<file path="src/rtl/dmem_access_ctrl_if.sv">
// Purpose: request/response and DMEM-side signals of the load/store controller.
// Latency: none, wiring only.
// Backpressure: req_ready from the controller gates request acceptance.
interface dmem_access_ctrl_if;
  logic        req_valid;
  logic        req_ready;
  logic        req_write;
  logic [1:0]  req_size;
  logic        req_signed;
  logic [31:0] req_addr;
  logic [31:0] req_wdata;
  logic        rsp_valid;
  logic [31:0] rsp_rdata;
  logic        rsp_error;
  logic        mem_read;
  logic        mem_write;
  logic [31:0] mem_addr;
  logic [31:0] mem_wdata;
  logic [31:0] mem_rdata;

  // Environment side: datapath issuing requests plus the DMEM returning read data.
  modport master (
    output req_valid, req_write, req_size, req_signed, req_addr, req_wdata, mem_rdata,
    input  req_ready, rsp_valid, rsp_rdata, rsp_error, mem_read, mem_write, mem_addr, mem_wdata
  );

  // Controller side.
  modport slave (
    input  req_valid, req_write, req_size, req_signed, req_addr, req_wdata, mem_rdata,
    output req_ready, rsp_valid, rsp_rdata, rsp_error, mem_read, mem_write, mem_addr, mem_wdata
  );
endinterface

</file>
<file path="src/rtl/dmem_access_ctrl.sv">
// Purpose: byte/half/word load-store initiator for a word-only DMEM, with range/alignment checks and RMW.
// Latency: error 1, load WAIT_CYCLES+1, word store 3, sub-word store WAIT_CYCLES+3 cycles to rsp_valid.
// Backpressure: one request outstanding; req_ready is high only while idle.
module dmem_access_ctrl #(
  parameter logic [31:0] BASE_ADDR   = 32'h1000_0000,
  parameter int          NUM_WORDS   = 32,
  parameter int          WAIT_CYCLES = 2
) (
  input logic           clk,
  input logic           reset,
  dmem_access_ctrl_if.slave bus
);

  localparam logic [31:0] LAST_ADDR = BASE_ADDR + 32'(4 * NUM_WORDS) - 32'd1;
  localparam logic [7:0]  READ_LAST = 8'(WAIT_CYCLES - 1);

  typedef enum logic [1:0] {IDLE, READ, WRITE, RESP} state_t;

  state_t      state, state_n;
  logic [7:0]  cnt;
  logic        wr_q, sgn_q;
  logic [1:0]  size_q, off_q;
  logic [31:0] wdata_q, mem_addr_q, mem_wdata_q, rsp_rdata_q;
  logic        rsp_error_q;
  logic        acc_err, accept;

  // Select the addressed lane of a fetched word and extend it to 32 bits.
  function automatic logic [31:0] load_extract(input logic [31:0] w, input logic [1:0] sz,
                                               input logic sg, input logic [1:0] off);
    logic [7:0]  b;
    logic [15:0] h;
    b = 8'(w >> {off, 3'b000});
    h = 16'(w >> {off[1], 4'b0000});
    case (sz)
      2'b00:   return sg ? {{24{b[7]}}, b} : {24'b0, b};
      2'b01:   return sg ? {{16{h[15]}}, h} : {16'b0, h};
      default: return w;
    endcase
  endfunction

  // Overlay the low bits of the store data onto the addressed lane of the fetched word.
  function automatic logic [31:0] store_merge(input logic [31:0] w, input logic [31:0] d,
                                              input logic [1:0] sz, input logic [1:0] off);
    logic [31:0] m;
    m = w;
    case (sz)
      2'b00:   m[{off, 3'b000} +: 8] = d[7:0];
      2'b01:   m[{off[1], 4'b0000} +: 16] = d[15:0];
      default: m = d;
    endcase
    return m;
  endfunction

  assign acc_err = (bus.req_addr < BASE_ADDR) || (bus.req_addr > LAST_ADDR) ||
                   (bus.req_size == 2'b11) ||
                   (bus.req_size == 2'b01 && bus.req_addr[0]) ||
                   (bus.req_size == 2'b10 && bus.req_addr[1:0] != 2'b00);
  assign accept  = (state == IDLE) && bus.req_valid;

  // State register.
  always_ff @(posedge clk) begin
    if (reset) state <= IDLE;
    else       state <= state_n;
  end

  // Next-state decode and the control strobes, which follow the state directly.
  always_comb begin
    state_n       = state;
    bus.req_ready = 1'b0;
    bus.mem_read  = 1'b0;
    bus.mem_write = 1'b0;
    bus.rsp_valid = 1'b0;
    case (state)
      IDLE: begin
        bus.req_ready = 1'b1;
        if (bus.req_valid) begin
          if (acc_err)                                     state_n = RESP;
          else if (bus.req_write && bus.req_size == 2'b10) state_n = WRITE;
          else                                             state_n = READ;
        end
      end
      READ: begin
        bus.mem_read = 1'b1;
        if (cnt == READ_LAST) state_n = wr_q ? WRITE : RESP;
      end
      WRITE: begin
        // Two write cycles so DMEM's delayed write sampling still sees stable data.
        bus.mem_write = 1'b1;
        if (cnt == 8'd1) state_n = RESP;
      end
      RESP: begin
        bus.rsp_valid = 1'b1;
        state_n       = IDLE;
      end
      default: state_n = IDLE;
    endcase
  end

  // Request capture, dwell counter, DMEM address/data and the held response fields.
  always_ff @(posedge clk) begin
    if (reset) begin
      cnt         <= '0;
      wr_q        <= 1'b0;
      sgn_q       <= 1'b0;
      size_q      <= '0;
      off_q       <= '0;
      wdata_q     <= '0;
      mem_addr_q  <= '0;
      mem_wdata_q <= '0;
      rsp_rdata_q <= '0;
      rsp_error_q <= 1'b0;
    end else begin
      cnt <= (state_n != state) ? 8'd0 : cnt + 8'd1;
      if (accept) begin
        wr_q    <= bus.req_write;
        sgn_q   <= bus.req_signed;
        size_q  <= bus.req_size;
        off_q   <= bus.req_addr[1:0];
        wdata_q <= bus.req_wdata;
        if (acc_err) begin
          rsp_error_q <= 1'b1;
          rsp_rdata_q <= '0;
        end else begin
          mem_addr_q <= {bus.req_addr[31:2], 2'b00};
          if (bus.req_write && bus.req_size == 2'b10) mem_wdata_q <= bus.req_wdata;
        end
      end
      if (state == READ && state_n == RESP) begin
        rsp_rdata_q <= load_extract(bus.mem_rdata, size_q, sgn_q, off_q);
        rsp_error_q <= 1'b0;
      end
      if (state == READ && state_n == WRITE)
        mem_wdata_q <= store_merge(bus.mem_rdata, wdata_q, size_q, off_q);
      if (state == WRITE && state_n == RESP) begin
        rsp_rdata_q <= '0;
        rsp_error_q <= 1'b0;
      end
    end
  end

  assign bus.mem_addr  = mem_addr_q;
  assign bus.mem_wdata = mem_wdata_q;
  assign bus.rsp_rdata = rsp_rdata_q;
  assign bus.rsp_error = rsp_error_q;

endmodule
</file>
<file path="src/flat_wrapper.sv">
// flat-port wrapper written by rule: the top's interface ports become plain ports
module dmem_access_ctrl_flat 
#(
  parameter logic [31:0] BASE_ADDR   = 32'h1000_0000,
  parameter int          NUM_WORDS   = 32,
  parameter int          WAIT_CYCLES = 2
)
  (clk, reset, bus_req_valid, bus_req_write, bus_req_size, bus_req_signed, bus_req_addr, bus_req_wdata, bus_mem_rdata, bus_req_ready, bus_rsp_valid, bus_rsp_rdata, bus_rsp_error, bus_mem_read, bus_mem_write, bus_mem_addr, bus_mem_wdata);
  dmem_access_ctrl_if bus_i ();
  input logic clk;
  input logic reset;
  input wire logic [$bits(bus_i.req_valid)-1:0] bus_req_valid;
  input wire logic [$bits(bus_i.req_write)-1:0] bus_req_write;
  input wire logic [$bits(bus_i.req_size)-1:0] bus_req_size;
  input wire logic [$bits(bus_i.req_signed)-1:0] bus_req_signed;
  input wire logic [$bits(bus_i.req_addr)-1:0] bus_req_addr;
  input wire logic [$bits(bus_i.req_wdata)-1:0] bus_req_wdata;
  input wire logic [$bits(bus_i.mem_rdata)-1:0] bus_mem_rdata;
  output wire logic [$bits(bus_i.req_ready)-1:0] bus_req_ready;
  output wire logic [$bits(bus_i.rsp_valid)-1:0] bus_rsp_valid;
  output wire logic [$bits(bus_i.rsp_rdata)-1:0] bus_rsp_rdata;
  output wire logic [$bits(bus_i.rsp_error)-1:0] bus_rsp_error;
  output wire logic [$bits(bus_i.mem_read)-1:0] bus_mem_read;
  output wire logic [$bits(bus_i.mem_write)-1:0] bus_mem_write;
  output wire logic [$bits(bus_i.mem_addr)-1:0] bus_mem_addr;
  output wire logic [$bits(bus_i.mem_wdata)-1:0] bus_mem_wdata;
  assign bus_i.req_valid = bus_req_valid;
  assign bus_i.req_write = bus_req_write;
  assign bus_i.req_size = bus_req_size;
  assign bus_i.req_signed = bus_req_signed;
  assign bus_i.req_addr = bus_req_addr;
  assign bus_i.req_wdata = bus_req_wdata;
  assign bus_i.mem_rdata = bus_mem_rdata;
  assign bus_req_ready = bus_i.req_ready;
  assign bus_rsp_valid = bus_i.rsp_valid;
  assign bus_rsp_rdata = bus_i.rsp_rdata;
  assign bus_rsp_error = bus_i.rsp_error;
  assign bus_mem_read = bus_i.mem_read;
  assign bus_mem_write = bus_i.mem_write;
  assign bus_mem_addr = bus_i.mem_addr;
  assign bus_mem_wdata = bus_i.mem_wdata;
  dmem_access_ctrl #(.BASE_ADDR(BASE_ADDR), .NUM_WORDS(NUM_WORDS), .WAIT_CYCLES(WAIT_CYCLES)) u_core (.clk(clk), .reset(reset), .bus(bus_i));
endmodule
</file>
<file path="config.mk">
export PLATFORM = sky130hd
export DESIGN_NAME = dmem_access_ctrl_flat
export DESIGN_NICKNAME = d
export VERILOG_FILES = /design/src/rtl/dmem_access_ctrl_if.sv /design/src/rtl/dmem_access_ctrl.sv /design/src/flat_wrapper.sv
export SDC_FILE = /design/constraint.sdc
export NUM_CORES = 1
export LEC_CHECK = 0
export CAP_MARGIN = 5
export CORE_MARGIN = 2
export CORE_UTILIZATION = 40
export CTS_CLUSTER_DIAMETER = 80
export DETAILED_ROUTE_END_ITERATION = 8
export DONT_BUFFER_PORTS = 1
export HOLD_SLACK_MARGIN = 0.12
export SYNTH_ARGS = -nofsm -noshare
export SYNTH_HDL_FRONTEND = slang
export SYNTH_SLANG_ARGS = --single-unit
</file>
<file path="constraint.sdc">
create_clock -name clk -period 3.4 [get_ports clk]
set_input_delay 0.68 -clock clk [delete_from_list [all_inputs] [get_ports clk]]
set_output_delay 0.68 -clock clk [all_outputs]
set_load 0.05 [all_outputs]
</file>
# [Word level (Yosys, flattened, before mapping)]
# Cells that the tools add are included.
[totals] ff_bits=143 latchBits=0 ram_bits=0 romBits=0 input_bits=103 output_inout_bits=101 wordCells=84 n_memories=0
[op_classes] addsub=3 n_mul=0 div_mod_pow=0 order_cmp=2 n_eq_ne=12 shifts=6 mux=24 bitwise=1 n_reduce_logical=25
[op_table] cell="32-bit 2-to-1 mux" count=9
[op_table] cell="32-bit case mux with 2 select lines" count=2
[op_table] cell="32-bit bitwise mux" count=2
[op_table] cell="32-bit by 29-bit > comparator with 1-bit output (second input constant)" count=1
[op_table] cell="32-bit by 29-bit < comparator with 1-bit output (second input constant)" count=1
[op_table] cell="16-bit by 7-bit variable shift with 32-bit output (first input constant)" count=1
[op_table] cell="8-bit by 7-bit variable shift with 32-bit output (first input constant)" count=1
[op_table] cell="16-bit by 7-bit indexed part select with 32-bit output" count=1
[op_table] cell="8-bit by 7-bit indexed part select with 32-bit output" count=1
[op_table] cell="32-bit by 5-bit right shift with 16-bit output" count=1
[op_table] cell="32-bit by 5-bit right shift with 8-bit output" count=1
[op_table] cell="5-bit negator with 7-bit output" count=2
[op_table] cell="2-bit equality test (second input constant)" count=6
[op_table] cell="2-bit 2-to-1 mux" count=5
[op_table] cell="2-bit nonzero test" count=5
[op_table] cell="8-bit by 1-bit adder with 8-bit output (second input constant)" count=1
[op_table] cell="8-bit by 1-bit equality test with 1-bit output (second input constant)" count=1
[op_table] cell="2-bit case mux with 4 select lines" count=1
[op_table] cell="1-bit logical AND" count=7
[op_table] cell="2-bit by 1-bit equality test with 1-bit output (second input constant)" count=3
[op_table] cell="2-bit AND reduction" count=3
[op_table] cell="1-bit 2-to-1 mux" count=5
[op_table] cell="2-bit zero test" count=2
[op_table] cell="1-bit logical OR" count=4
[op_table] cell="other kinds (6)" count=7

# [Depth between registers and ports, before layout]
[logic_depth] depth_word=12 depth_mapped=10 ltp_nobuf=7

# [Worst setup path before layout]
# OpenSTA, ideal clock, no wires.
[synth_path] path_type="flip-flop to flip-flop" from="reg u_core.off_q[1]" to="reg u_core.mem_wdata_q[2], in the netlist u_core.bus.mem_wdata[2]" setup_ps=142 t_arrival_ps=2307 required_time_ps=3258 path_slack_ps=950 path_stages_with_launch=10 path_buffers=2 period_less_slack_ps=2450 cell_sequence="dfxtp_1 > buf_2 > inv_1 > clkbuf_1 > ha_1 > and3b_1 > a211oi_1 > nor2b_1 > a211oi_1 > a311oi_1"
[synth_via] elab_chain_len=5 word_cells_on_any_way=10 classes_between="2 x add/sub; 4 x shift; 4 x mux"
[synth_rtl] element="from (decl)" line="dmem_access_ctrl.sv:22" text="logic [1:0] size_q, off_q;"
[synth_rtl] element="from (signal assigned)" line="dmem_access_ctrl.sv:118" text="off_q <= bus.req_addr[1:0];"
[synth_rtl] element="5-bit negator with 7-bit output, on equally long branches" line="dmem_access_ctrl.sv:48, dmem_access_ctrl.sv:47"
[synth_rtl] element="16-bit by 7-bit indexed part select with 32-bit output (tied with other cells)" line="dmem_access_ctrl.sv:48" text="2'b01: m[{off[1], 4'b0000} +: 16] = d[15:0];"
[synth_rtl] element="32-bit bitwise mux, on equally long branches" line="dmem_access_ctrl.sv:48, dmem_access_ctrl.sv:47"
[synth_rtl] element="32-bit case mux with 2 select lines (*)" line="dmem_access_ctrl.sv:46" text="case (sz)"
[synth_rtl] element="32-bit 2-to-1 mux (*)" line="dmem_access_ctrl.sv:132" text="if (state == READ && state_n == WRITE)"
[synth_rtl] element="to (signal assigned)" line="dmem_access_ctrl.sv:125" text="if (bus.req_write && bus.req_size == 2'b10) mem_wdata_q <= bus.req_wdata;"
[synth_rtl] element="to (signal assigned)" line="dmem_access_ctrl.sv:133" text="mem_wdata_q <= store_merge(bus.mem_rdata, wdata_q, size_q, off_q);"
[synth_rtl] element="to (decl)" line="dmem_access_ctrl.sv:23" text="logic [31:0] wdata_q, mem_addr_q, mem_wdata_q, rsp_rdata_q;"
# Mark *: on every way between the ends. The rest lies on a longest branch, timed or not.
# A chain may end at the register's enable or synchronous reset.

# [Final worst setup path]
[layout_path] from="reg u_core.state[1]" to="reg u_core.mem_addr_q[2], in the netlist u_core.bus.mem_addr[2]"
[layout_via] elab_chain_len=3
[layout_rtl] element="from (decl)" line="dmem_access_ctrl.sv:19" text="state_t state, state_n;"
[layout_rtl] element="from (signal assigned)" line="dmem_access_ctrl.sv:63" text="else state <= state_n;"
[layout_rtl] element="2-bit zero test" line="dmem_access_ctrl.sv:58" text="assign accept = (state == IDLE) && bus.req_valid;"
[layout_rtl] element="1-bit logical AND" line="dmem_access_ctrl.sv:58"
[layout_rtl] element="2-bit AND reduction (no source line)"
[layout_rtl] element="to (signal assigned)" line="dmem_access_ctrl.sv:124" text="mem_addr_q <= {bus.req_addr[31:2], 2'b00};"
[layout_rtl] element="to (decl)" line="dmem_access_ctrl.sv:23"
# Every way passes these cells.

==> impl_results.md <==
- Vias in the first global route: 5789
- Clock group share of total power: 0.412
- Die height: 135 µm
- CTS Hold Buffers Added: 0
- Synth unique cells: 55
- FF+latch count, synth: 143
- Type of destination of the critical path: flip-flop
- Share of cells above drive strength 1: 0.0892
- Most frequent standard cell in the layout excluding fill and tap cells: sky130_fd_sc_hd__dfxtp_1
- Mean post-synth cell area: 8.73 µm²
- Power per unit of standard cell area: 540 nW/µm²
- HP Class: input port to flip-flop
- Type of element launching the critical path: flip-flop
- Top Family by Delay on Critical Path: simple AND/OR/NAND/NOR gates
- # DRC: 0
- Clock tree from TritonCTS: done
- Overall overflow remaining after global route: 0
- CP Data Required Time: 3720 ps
- Initial Util: 0.410
- Overall fraction of global-route tracks in use: 0.245
- Clock net sink count: 143
- Number of clock buffers inserted by TritonCTS: 17
- Count of buffers added by post-CTS timing repair for setup: 0
- Run status: finished, final reports clean
- Worst slew pin tran: 1070 ps
- Switching power: 1.16 mW
- Master cell of the clock root buffer: sky130_fd_sc_hd__clkbuf_16
- Global-route wire length before repair: 33.9 mm
- Post-route fraction of the period consumed by the critical path: 0.812
- Final GP Congestion: 0.886
- Skew final: 8.84 ps
- Iteration-0 DRC count of the detailed router: 429
- CP Max Fanout: 39
- Insertion delay of the later-clocked pin in the worst-skew pair: 430 ps
- Time the final worst path needs with I/O delays and setup: 2760 ps
- EDFF count, synth: 0
- Post-DP HPWL: 16.1 mm
- Crit path cell chain: nor2_1 -> and2_1 -> buf_4 -> nand4_1 -> mux2i_1 -> nor2_1
- Max capacitance violation total: 0
- Sum of internal, switching and leakage power: 4.03 mW
- Reg2Reg Launch Point: u_core.state[1]$_SDFF_PP0_
- Worst reg2reg setup slack: 640 ps
- Count of synthesis-stage warnings from yosys: 0
- Maximum number of pins on one net before global-route repair: 83
- Standard-cell rows: 47
- Post-synthesis cell count: 781
- Share of flip-flops with an asynchronous set or reset: 0
- Crit path largest cell delay: 830 ps
- Most frequent cells in the layout: sky130_fd_sc_hd__dfxtp_1 (143), sky130_fd_sc_hd__nand2_1 (110), sky130_fd_sc_hd__a21oi_1 (69)
- Final std cells w/o fill: 984
- Standard cell with the maximum stage delay on the critical path: sky130_fd_sc_hd__nor2_1
- Vias per std cell: 5.98
- Total number of vias: 5887
- Endpoint of the worst-slack reg-to-reg timing path: u_core.bus.mem_addr[2]$_SDFFE_PP0P_
- Cell count after placement: 951
- Hold Path Cell Cnt: 1
- Nets: 861
- Final setup fails: 0
- Most used flip-flop cell after synthesis: sky130_fd_sc_hd__dfxtp_1
- R2r worst-path depth: 6
- Worst voltage drop across the vdd grid: 0.342 mV
- Number of hold violations in the final report: 0
- Static leakage: 2.54 nW
- Max-Slew Margin vs Limit: 0.285
- Data arrival time at the worst-slack endpoint: 3080 ps
- Aggregate negative setup slack: 0 ps
- Maximum buffer depth of the clock tree: 2
- Number of antenna violations at the first check in global routing: 1
- Clock transition at path regs: 60 ps
- Worst Min Path Start: reset
- CTS H-tree lvls: 4
- Hold Path End: u_core.off_q[1]$_SDFFE_PP0P_
- Crit path kind: flip-flop to flip-flop
- Internal power: 2.86 mW
- Area growth from synthesis to final layout: 9.32%
- I/O pins: 204
- Unrepaired setup endpoints after global routing: false
- Die X-Extent: 135 µm
- Count of buffer and inverter cells on the critical path: 1
- Post-synthesis instance area: 6820 µm²
- Final routed wire length divided by cell count: 22.5 µm
- Die ar.: 18100 µm²
- Quantity of gates resized following cts: 0
- Post-synthesis sequential area ratio: 0.420
- Relative contribution of sequential cells to total power: 0.463
- Sum of routed wire length over all layers: 22.2 mm
- Core Box Area: 16600 µm²
- Comb pwr share: 0.126
- Fraction of power spent switching nets: 0.289
- Crit path launch: u_core.state[1]$_SDFF_PP0_
- Top cell by count, worst path: sky130_fd_sc_hd__nor2_1
- Antenna-violating nets left: 0
- TritonRoute pass-1 iters: 5
- Max Clock Freq: 362 MHz
- Buffers added on ports: 0
- Final Slew Violations: 0
worst reg2reg max path: cells and delay by family, from the launching register on:
kind,cells,cell delay (ps)
DFF,1,400
muxes,1,290
and+or+nand+nor,4,1570
buffers and inverters,1,390
stage by stage:
step / hold slack [ps] / worst slack (ps) / area (µm²) / utilization
final: 329 / 641 / 7450 / 0.448
after global placement: 442 / 721 / 6930 / 0.416
after global routing: 329 / 370 / 7450 / 0.448
after floorplan: 433 / 950 / 6820 / -
after detailed placement: 444 / 624 / 6930 / 0.416
after CTS: 309 / 615 / 7440 / 0.447
per-layer routing:
metal | part of all wire | global-route usage | vias up
met1 | 0.40 | 0.288 | 2749
met3 | 0.093 | 0.0878 | 40
li1 | - | - | 2803
met4 | 0.030 | 0.103 | 0
met5 | 0 | 0 | -
met2 | 0.47 | 0.404 | 295
sequential cells by signal (all words and copies together), names as in the netlist, 2 cells and up:
name / flops
u_core.wdata_q: 32
u_core.cnt: 8
u_core.bus.mem_wdata: 32
u_core.state: 2
u_core.size_q: 2
u_core.bus.mem_addr: 30
u_core.off_q: 2
u_core.bus.rsp_rdata: 32
cells in the mapped netlist, types with 3 or more instances:
cell / count / share of area
sky130_fd_sc_hd__buf_1: 6 / 0.0033
sky130_fd_sc_hd__inv_1: 8 / 0.0044
sky130_fd_sc_hd__buf_2: 9 / 0.0066
sky130_fd_sc_hd__o21ai_0: 27 / 0.020
sky130_fd_sc_hd__o22ai_1: 14 / 0.013
sky130_fd_sc_hd__a211oi_1: 31 / 0.034
sky130_fd_sc_hd__clkbuf_1: 47 / 0.026
sky130_fd_sc_hd__nand2_1: 110 / 0.061
sky130_fd_sc_hd__xnor2_1: 4 / 0.0051
sky130_fd_sc_hd__o2bb2ai_1: 27 / 0.035
sky130_fd_sc_hd__mux4_2: 5 / 0.017
sky130_fd_sc_hd__a31oi_1: 4 / 0.0037
sky130_fd_sc_hd__dfxtp_1: 143 / 0.42
sky130_fd_sc_hd__and2_1: 26 / 0.024
sky130_fd_sc_hd__o21bai_1: 5 / 0.0055
sky130_fd_sc_hd__a221o_1: 6 / 0.0088
sky130_fd_sc_hd__nand2b_1: 3 / 0.0028
sky130_fd_sc_hd__a311oi_1: 10 / 0.013
sky130_fd_sc_hd__a21boi_0: 3 / 0.0033
sky130_fd_sc_hd__o21a_1: 7 / 0.0077
sky130_fd_sc_hd__a22o_1: 17 / 0.022
sky130_fd_sc_hd__buf_4: 4 / 0.0044
sky130_fd_sc_hd__nor2_1: 41 / 0.023
sky130_fd_sc_hd__mux2i_1: 30 / 0.044
sky130_fd_sc_hd__nand4_1: 3 / 0.0028
sky130_fd_sc_hd__nand3_1: 10 / 0.0073
sky130_fd_sc_hd__nor2b_1: 21 / 0.019
sky130_fd_sc_hd__ha_1: 7 / 0.013
sky130_fd_sc_hd__nor3_1: 14 / 0.010
sky130_fd_sc_hd__and3_1: 4 / 0.0037
sky130_fd_sc_hd__a221oi_1: 21 / 0.027
sky130_fd_sc_hd__nor4_1: 4 / 0.0037
sky130_fd_sc_hd__mux2_2: 11 / 0.018
sky130_fd_sc_hd__a21oi_1: 69 / 0.051
sky130_fd_sc_hd__o211ai_1: 5 / 0.0055
power groups by stage:
stage	combinational (mW)	sequential (mW)	clock (mW)
after floorplan	0.427	1.86	0
after global placement	0.489	1.89	0
after detailed placement	0.503	1.90	0
after CTS	0.504	1.86	1.69
after global routing	0.560	1.87	1.77
final	0.506	1.86	1.66
cell type report:
type	instances	area [µm²]
antenna	2	5.00
sequential	143	2860
clock inverter	10	67.6
multi-input combinational	563	3630
fill	1628	9190
clock buffer	20	447
tap	220	275
inverter	8	30.0
timing repair buffer	18	135
cells by family (layout without fill, tap and decap cells):
kind of cell / count (synthesis) / count (layout) / synth area share
buffers and inverters: 76 / 56 / 0.0485
flip-flops: 143 / 143 / 0.420
adder cells (fa/ha/maj): 7 / 7 / 0.0128
AND/OR/NAND/NOR: 249 / 249 / 0.175
other: 1 / 4 / 0.000550
multiplexers: 46 / 46 / 0.0787
XOR/XNOR: 6 / 6 / 0.00771
AO/OA/AOI/OAI: 253 / 253 / 0.257
worst max path at each step:
stage               cells past startpoint                                   end  slack, ps
detailed placement                      6   u_core.bus.mem_addr[2]$_SDFFE_PP0P_        620
CTS                                     6   u_core.bus.mem_addr[2]$_SDFFE_PP0P_        620
floorplan                               9  u_core.bus.mem_wdata[2]$_SDFFE_PP0P_        950
global route                            5  u_core.bus.mem_wdata[5]$_SDFFE_PP0P_        370
global placement                        6   u_core.bus.mem_addr[6]$_SDFFE_PP0P_        720
finish                                  6   u_core.bus.mem_addr[2]$_SDFFE_PP0P_        640
No activity file was read; power rests on OpenSTA's default activity.
